**src/rtl/rtc_set_core.sv**
```systemverilog
// Real-time-clock core: tick prescaler, HH:MM:SS counter and set-mode FSM in one block.
// Outputs the time, the field being edited and a blink phase for the display driver.
module rtc_set_core #(
  parameter int CLK_FREQ_HZ = 100_000_000,
  parameter int TICK_HZ     = 1,
  parameter int BLINK_DIV   = 25_000_000,
  parameter int HOURS_MAX   = 24
) (
  input  logic       clk_100MHz_i,
  input  logic       reset_i,
  input  logic       increment_i,
  input  logic       decrement_i,
  input  logic       config_i,
  output logic [5:0] seconds_o,
  output logic [5:0] minutes_o,
  output logic [4:0] hours_o,
  output logic [1:0] mode_o,
  output logic       blink_o,
  output logic       tick_o
);

  localparam int PRESC = CLK_FREQ_HZ / TICK_HZ;
  localparam int PW    = $clog2(PRESC);
  localparam int BW    = (BLINK_DIV > 1) ? $clog2(BLINK_DIV) : 1;

  localparam logic [PW-1:0] PRESC_LAST = PW'(PRESC - 1);
  localparam logic [BW-1:0] BLINK_LAST = BW'(BLINK_DIV - 1);
  localparam logic [5:0]    MS_LAST    = 6'd59;
  localparam logic [4:0]    HR_LAST    = 5'(HOURS_MAX - 1);

  typedef enum logic [1:0] {
    RUN   = 2'd0,
    SET_H = 2'd1,
    SET_M = 2'd2,
    SET_S = 2'd3
  } mode_e;

  function automatic logic [5:0] inc6(input logic [5:0] v, input logic [5:0] last);
    if (v >= last) begin
      return 6'd0;
    end else begin
      return v + 6'd1;
    end
  endfunction

  function automatic logic [5:0] dec6(input logic [5:0] v, input logic [5:0] last);
    if ((v == 6'd0) || (v > last)) begin
      return last;
    end else begin
      return v - 6'd1;
    end
  endfunction

  function automatic logic [4:0] inc5(input logic [4:0] v, input logic [4:0] last);
    if (v >= last) begin
      return 5'd0;
    end else begin
      return v + 5'd1;
    end
  endfunction

  function automatic logic [4:0] dec5(input logic [4:0] v, input logic [4:0] last);
    if ((v == 5'd0) || (v > last)) begin
      return last;
    end else begin
      return v - 5'd1;
    end
  endfunction

  logic          inc_q, dec_q, cfg_q;
  mode_e         mode_q, mode_d;
  logic [PW-1:0] presc_q, presc_d;
  logic [5:0]    sec_q, sec_d, min_q, min_d;
  logic [4:0]    hr_q, hr_d;
  logic [BW-1:0] blink_cnt_q, blink_cnt_d;
  logic          phase_q, phase_d;
  logic          blink_q, blink_d;
  logic          tick_q;

  logic inc_ev_s, dec_ev_s, cfg_ev_s;
  logic edit_inc_s, edit_dec_s;
  logic run_s, tick_s, entering_set_s;

  // Rising-edge events; config overrides edits and opposing edits cancel.
  always_comb begin
    inc_ev_s   = increment_i & ~inc_q;
    dec_ev_s   = decrement_i & ~dec_q;
    cfg_ev_s   = config_i & ~cfg_q;
    edit_inc_s = inc_ev_s & ~dec_ev_s & ~cfg_ev_s;
    edit_dec_s = dec_ev_s & ~inc_ev_s & ~cfg_ev_s;
  end

  // Set-mode sequencing driven by config events.
  always_comb begin
    mode_d = mode_q;
    if (cfg_ev_s) begin
      case (mode_q)
        RUN:     mode_d = SET_H;
        SET_H:   mode_d = SET_M;
        SET_M:   mode_d = SET_S;
        SET_S:   mode_d = RUN;
        default: mode_d = RUN;
      endcase
    end else begin
      mode_d = mode_q;
    end
  end

  // Prescaler only counts while staying in RUN, so a new RUN period starts from zero.
  always_comb begin
    run_s  = (mode_q == RUN) && (mode_d == RUN);
    tick_s = run_s && (presc_q == PRESC_LAST);
    if (!run_s) begin
      presc_d = '0;
    end else if (tick_s) begin
      presc_d = '0;
    end else begin
      presc_d = presc_q + PW'(1'b1);
    end
  end

  // Time update: cascaded carry on tick, or single-field edit in a set mode.
  always_comb begin
    sec_d = sec_q;
    min_d = min_q;
    hr_d  = hr_q;
    if (tick_s) begin
      sec_d = inc6(sec_q, MS_LAST);
      if (sec_q == MS_LAST) begin
        min_d = inc6(min_q, MS_LAST);
        if (min_q == MS_LAST) begin
          hr_d = inc5(hr_q, HR_LAST);
        end else begin
          hr_d = hr_q;
        end
      end else begin
        min_d = min_q;
      end
    end else begin
      case (mode_q)
        SET_H: begin
          if (edit_inc_s) begin
            hr_d = inc5(hr_q, HR_LAST);
          end else if (edit_dec_s) begin
            hr_d = dec5(hr_q, HR_LAST);
          end else begin
            hr_d = hr_q;
          end
        end
        SET_M: begin
          if (edit_inc_s) begin
            min_d = inc6(min_q, MS_LAST);
          end else if (edit_dec_s) begin
            min_d = dec6(min_q, MS_LAST);
          end else begin
            min_d = min_q;
          end
        end
        SET_S: begin
          if (edit_inc_s) begin
            sec_d = inc6(sec_q, MS_LAST);
          end else if (edit_dec_s) begin
            sec_d = dec6(sec_q, MS_LAST);
          end else begin
            sec_d = sec_q;
          end
        end
        default: begin
          sec_d = sec_q;
        end
      endcase
    end
  end

  // Blink divider restarts visible whenever a new field is selected for editing.
  always_comb begin
    entering_set_s = cfg_ev_s && (mode_d != RUN);
    if (entering_set_s) begin
      blink_cnt_d = '0;
      phase_d     = 1'b1;
    end else if (blink_cnt_q == BLINK_LAST) begin
      blink_cnt_d = '0;
      phase_d     = ~phase_q;
    end else begin
      blink_cnt_d = blink_cnt_q + BW'(1'b1);
      phase_d     = phase_q;
    end
    if (mode_d == RUN) begin
      blink_d = 1'b1;
    end else begin
      blink_d = phase_d;
    end
  end

  // State registers with synchronous reset.
  always_ff @(posedge clk_100MHz_i) begin
    if (reset_i) begin
      inc_q       <= 1'b0;
      dec_q       <= 1'b0;
      cfg_q       <= 1'b0;
      mode_q      <= RUN;
      presc_q     <= '0;
      sec_q       <= 6'd0;
      min_q       <= 6'd0;
      hr_q        <= 5'd0;
      blink_cnt_q <= '0;
      phase_q     <= 1'b1;
      blink_q     <= 1'b1;
      tick_q      <= 1'b0;
    end else begin
      inc_q       <= increment_i;
      dec_q       <= decrement_i;
      cfg_q       <= config_i;
      mode_q      <= mode_d;
      presc_q     <= presc_d;
      sec_q       <= sec_d;
      min_q       <= min_d;
      hr_q        <= hr_d;
      blink_cnt_q <= blink_cnt_d;
      phase_q     <= phase_d;
      blink_q     <= blink_d;
      tick_q      <= tick_s;
    end
  end

  assign seconds_o = sec_q;
  assign minutes_o = min_q;
  assign hours_o   = hr_q;
  assign mode_o    = mode_q;
  assign blink_o   = blink_q;
  assign tick_o    = tick_q;

endmodule

```
**config.mk**
```make
export PLATFORM = sky130hd
export DESIGN_NAME = rtc_set_core
export DESIGN_NICKNAME = d
export VERILOG_FILES = /design/src/rtl/rtc_set_core.sv
export SDC_FILE = /design/constraint.sdc
export NUM_CORES = 1
export LEC_CHECK = 0
export ABC_AREA = 1
export CORE_UTILIZATION = 25
export CTS_CLUSTER_SIZE = 8
export DETAILED_ROUTE_END_ITERATION = 8
export SKIP_LAST_GASP = 1
export SLEW_MARGIN = 10
export SYNTH_ARGS = -nofsm -noshare
export SYNTH_HDL_FRONTEND = slang
export SYNTH_SLANG_ARGS = --single-unit
export TNS_END_PERCENT = 20
```
**constraint.sdc**
```tcl
create_clock -name clk_100MHz_i -period 1.97 [get_ports clk_100MHz_i]
set_input_delay 0.197 -clock clk_100MHz_i [delete_from_list [all_inputs] [get_ports clk_100MHz_i]]
set_output_delay 0.197 -clock clk_100MHz_i [all_outputs]
set_load 0.02 [all_outputs]
```
==> key figures <==
Timing
  – Total negative slack: 0 ns
  – Slew @ Worst Pin: 0.438 ns
  – Clock skew: 0.00766 ns
  – Slew HR: 70.5%
  – Hold slack: 0.443 ns
  – Min Tclk post-route: 1.88 ns
  – Final period utilization: 95.6%
  – FMAX: 531 MHz
  – RSZ-0062 raised after global routing: true
  – Final setup violation count: 0
  – Pins Over Slew Limit: 0
  – Hold Vio Cnt, Final: 0

Route
  – Drt pass-1 iters: 5
  – Vias: 4822
  – DRC Markers: 0
  – Vias per inst: 4.38
  – WL/cell: 10.8 um
  – Routed Wire Length: 11.9 mm
  – Final antenna-violating net count: 0
  – DR iter-0 viols: 294

Synthesis
  – Top cells by area, synth: dfxtp_1 32%, nand2_1 16%, nor2_1 10%, inv_1 8.1%, nand3_1 6.6%
  – Syn Area/Cell: 6.21 um^2
  – Cell taking the most area after synthesis: dfxtp_1
  – Top cell type's share of synthesized area: 31.9%
  – Synth Net Count: 799
  – Syn Inst Count: 779
  – Syn Std Cell Area: 0.00484 mm^2
  – Synth Register Bits: 77
  – Synth cell types: 32
  – Synthesis warning total: 0
  – Seq/Total Area, Yosys: 31.9%

Worst setup path
  – Crit. End Element: flip-flop
  – Critical-path cell list: buf_4, ha_1, nor2_1, nand2_1, nand2_1, nand2_1, a21oi_1, buf_4, nand2_2, buf_4, nor3b_1
  – Crit-path max cell delay: 0.32 ns
  – CP Class: flip-flop to flip-flop
  – Worst Path Max Fanout: 13
  – Endpoint arrival time on the critical path: 2.14 ns
  – Slowest cell on the critical path: dfxtp_1
  – Required @ worst endpoint: 2.23 ns
  – CP Launch Type: flip-flop

GRT
  – Global-route wire length before repair: 20.0 mm
  – Initial antenna violation count: 1
  – Number of global-route vias before repair: 4318
  – GRT Total Usage: 12.4%
  – Largest net degree at the start of global routing: 28
  – Gr ovfl total: 0

CTS
  – CTS tree: done
  – Clock sinks: 77
  – CTS buffer count: 9
  – CTS Root Cell: clkbuf_16
  – Setup bufs post-CTS: 0
  – Worst-path clk slew: 0.06 ns
  – Clk_lat worst skew: 0.34 ns
  – H-tree depth: 3
  – CTS max path bufs: 2

Die
  – Die Footprint: 0.0199 mm^2
  – I/O Pins: 26
  – Die Width: 141 um
  – Die height: 141 um
  – Core area: 0.0188 mm^2
  – Row Count: 50
  – Initial Util: 25.7%

Placed design
  – Detailed Place HPWL: 9.01 mm
  – Final RePlAce weighted congestion: 0.873
  – Port buffer count: 25

Final layout
  – Layout fillers: 2034
  – Share of cells above drive strength 1: 8.80%
  – Area Overhead vs Synth: 22.4%
  – Final net count: 857
  – # diodes: 0

Power and ir drop
  – Cell area power density: 617 mW/mm^2
  – VDD IR max: 0.414 mV
  – Pleak: 0.00247 uW

Hold path
  – Worst hold path class: input pin to flip-flop

Status
  – Status: finished clean

Job
  – Max_cap viols: 0
[cells in the mapped netlist, drive strengths merged]
cell      n
ha       15
xor2     15
nor3     23
o31ai     2
o211ai    2
a31oi     1
nor4      7
nand4    23
o21ai    31
buf       8
nand3b    3
nand2   215
clkbuf    3
a211oi    1
nor2    137
inv     104
dfxtp    77
nand3    67
nor3b     5
or2       4
o21bai    1
xnor2    10
a21oi    25
[registers in the layout, indices dropped and copies added (netlist names), 2 cells and up]
signal	flops
blink_cnt_q	25
hours_o	5
minutes_o	6
mode_o	2
presc_q	27
seconds_o	6
[stage by stage]
step                      utilization [%]  cells  setup WS [ns]  total power [uW]  cell area [um^2]
after global placement               29.8   1085         0.0189              2070              5610
after global routing                 31.5   1101        -0.0718              3830              5920
final                                31.5   1101         0.0858              3650              5920
after CTS                            31.3   1100         0.0405              3690              5890
after detailed placement             29.8   1085        -0.0550              2070              5610
after floorplan                         -    779         0.0180              1920              4840
[power by group]
part	leakage (uW)	internal, uW	total [uW]	switching [uW]
registers	0.000623	1590	1610	26.5
logic	0.00171	178	444	266
clock network	0.000134	974	1600	623
[worst max-delay path: cells and delay by family (launching register included)]
| kind | cells | cell delay [ns] |
|---|---|---|
| buffers and inverters | 3 | 0.48 |
| DFF | 1 | 0.32 |
| AOI/OAI and AO/OA | 1 | 0.16 |
| and+or+nand+nor | 6 | 0.65 |
| adders and majority gates | 1 | 0.20 |
[cells by family after synthesis]
family | share of synthesized area (%)
AOI/OAI and AO/OA | 6.93
and+or+nand+nor | 43.5
buffers and inverters | 9.26
xor gates and xnor gates | 4.53
adders and majority gates | 3.88
DFF | 31.9
[cell type report]
| class | count | area, um^2 | share of cell area, % |
|---|---|---|---|
| flip-flops and latches | 77 | 1540 | 26.0 |
| inverters | 104 | 393 | 6.63 |
| repair buffers | 57 | 503 | 8.49 |
| clock buffers | 13 | 240 | 4.05 |
| multi-input cells | 588 | 2890 | 48.7 |
| clock inverters | 2 | 35.0 | 0.591 |
| well taps | 260 | 325 | 5.49 |
[cells in the final DEF (no fill, tap or decap), types with 2 or more instances in the layout]
master,count
a21oi_1,25
nor2_4,2
o211ai_1,2
xnor2_1,10
nand4_1,23
clkbuf_1,4
buf_4,31
ha_1,15
o21ai_1,4
nand2_2,8
nor2_1,130
dfxtp_1,76
o31ai_1,2
nor4_1,7
clkbuf_16,9
nand2_1,205
or2_2,4
xor2_1,15
clkdlybuf4s50_1,25
nand3_2,4
o21ai_0,26
nand3_1,63
nor3_1,22
nand2_4,3
inv_1,102
nor2_2,5
nand3b_1,3
nor3b_1,5
[per-layer routing]
metal	global-route usage [%]	up-vias	routed length, um
met5	0	-	12
met4	2.69	2	71
met3	3.50	9	709
met2	20.2	95	5430
met1	16.1	2119	5710
li1	-	2597	-
[path summary, 6_finish.rpt]
kind | startpoint | slack (ns) | endpoint | depth (start not counted)
hold reg to reg | blink_cnt_q[0] | 0.45 | blink_cnt_q[0] | 1
hold / removal | increment_i | 0.44 | inc_q | 3
setup / recovery | mode_o[1] | 0.09 | blink_cnt_q[12] | 11
setup reg to reg | mode_o[1] | 0.09 | blink_cnt_q[12] | 11
[what timing repair did]
item                                    CTS  global route
endpoints found under the hold margin     0             0
endpoints found under the setup margin    0            37
gates resized for setup                   0            12
hold buffers                              0             0
(Power assumes the default switching activity.)
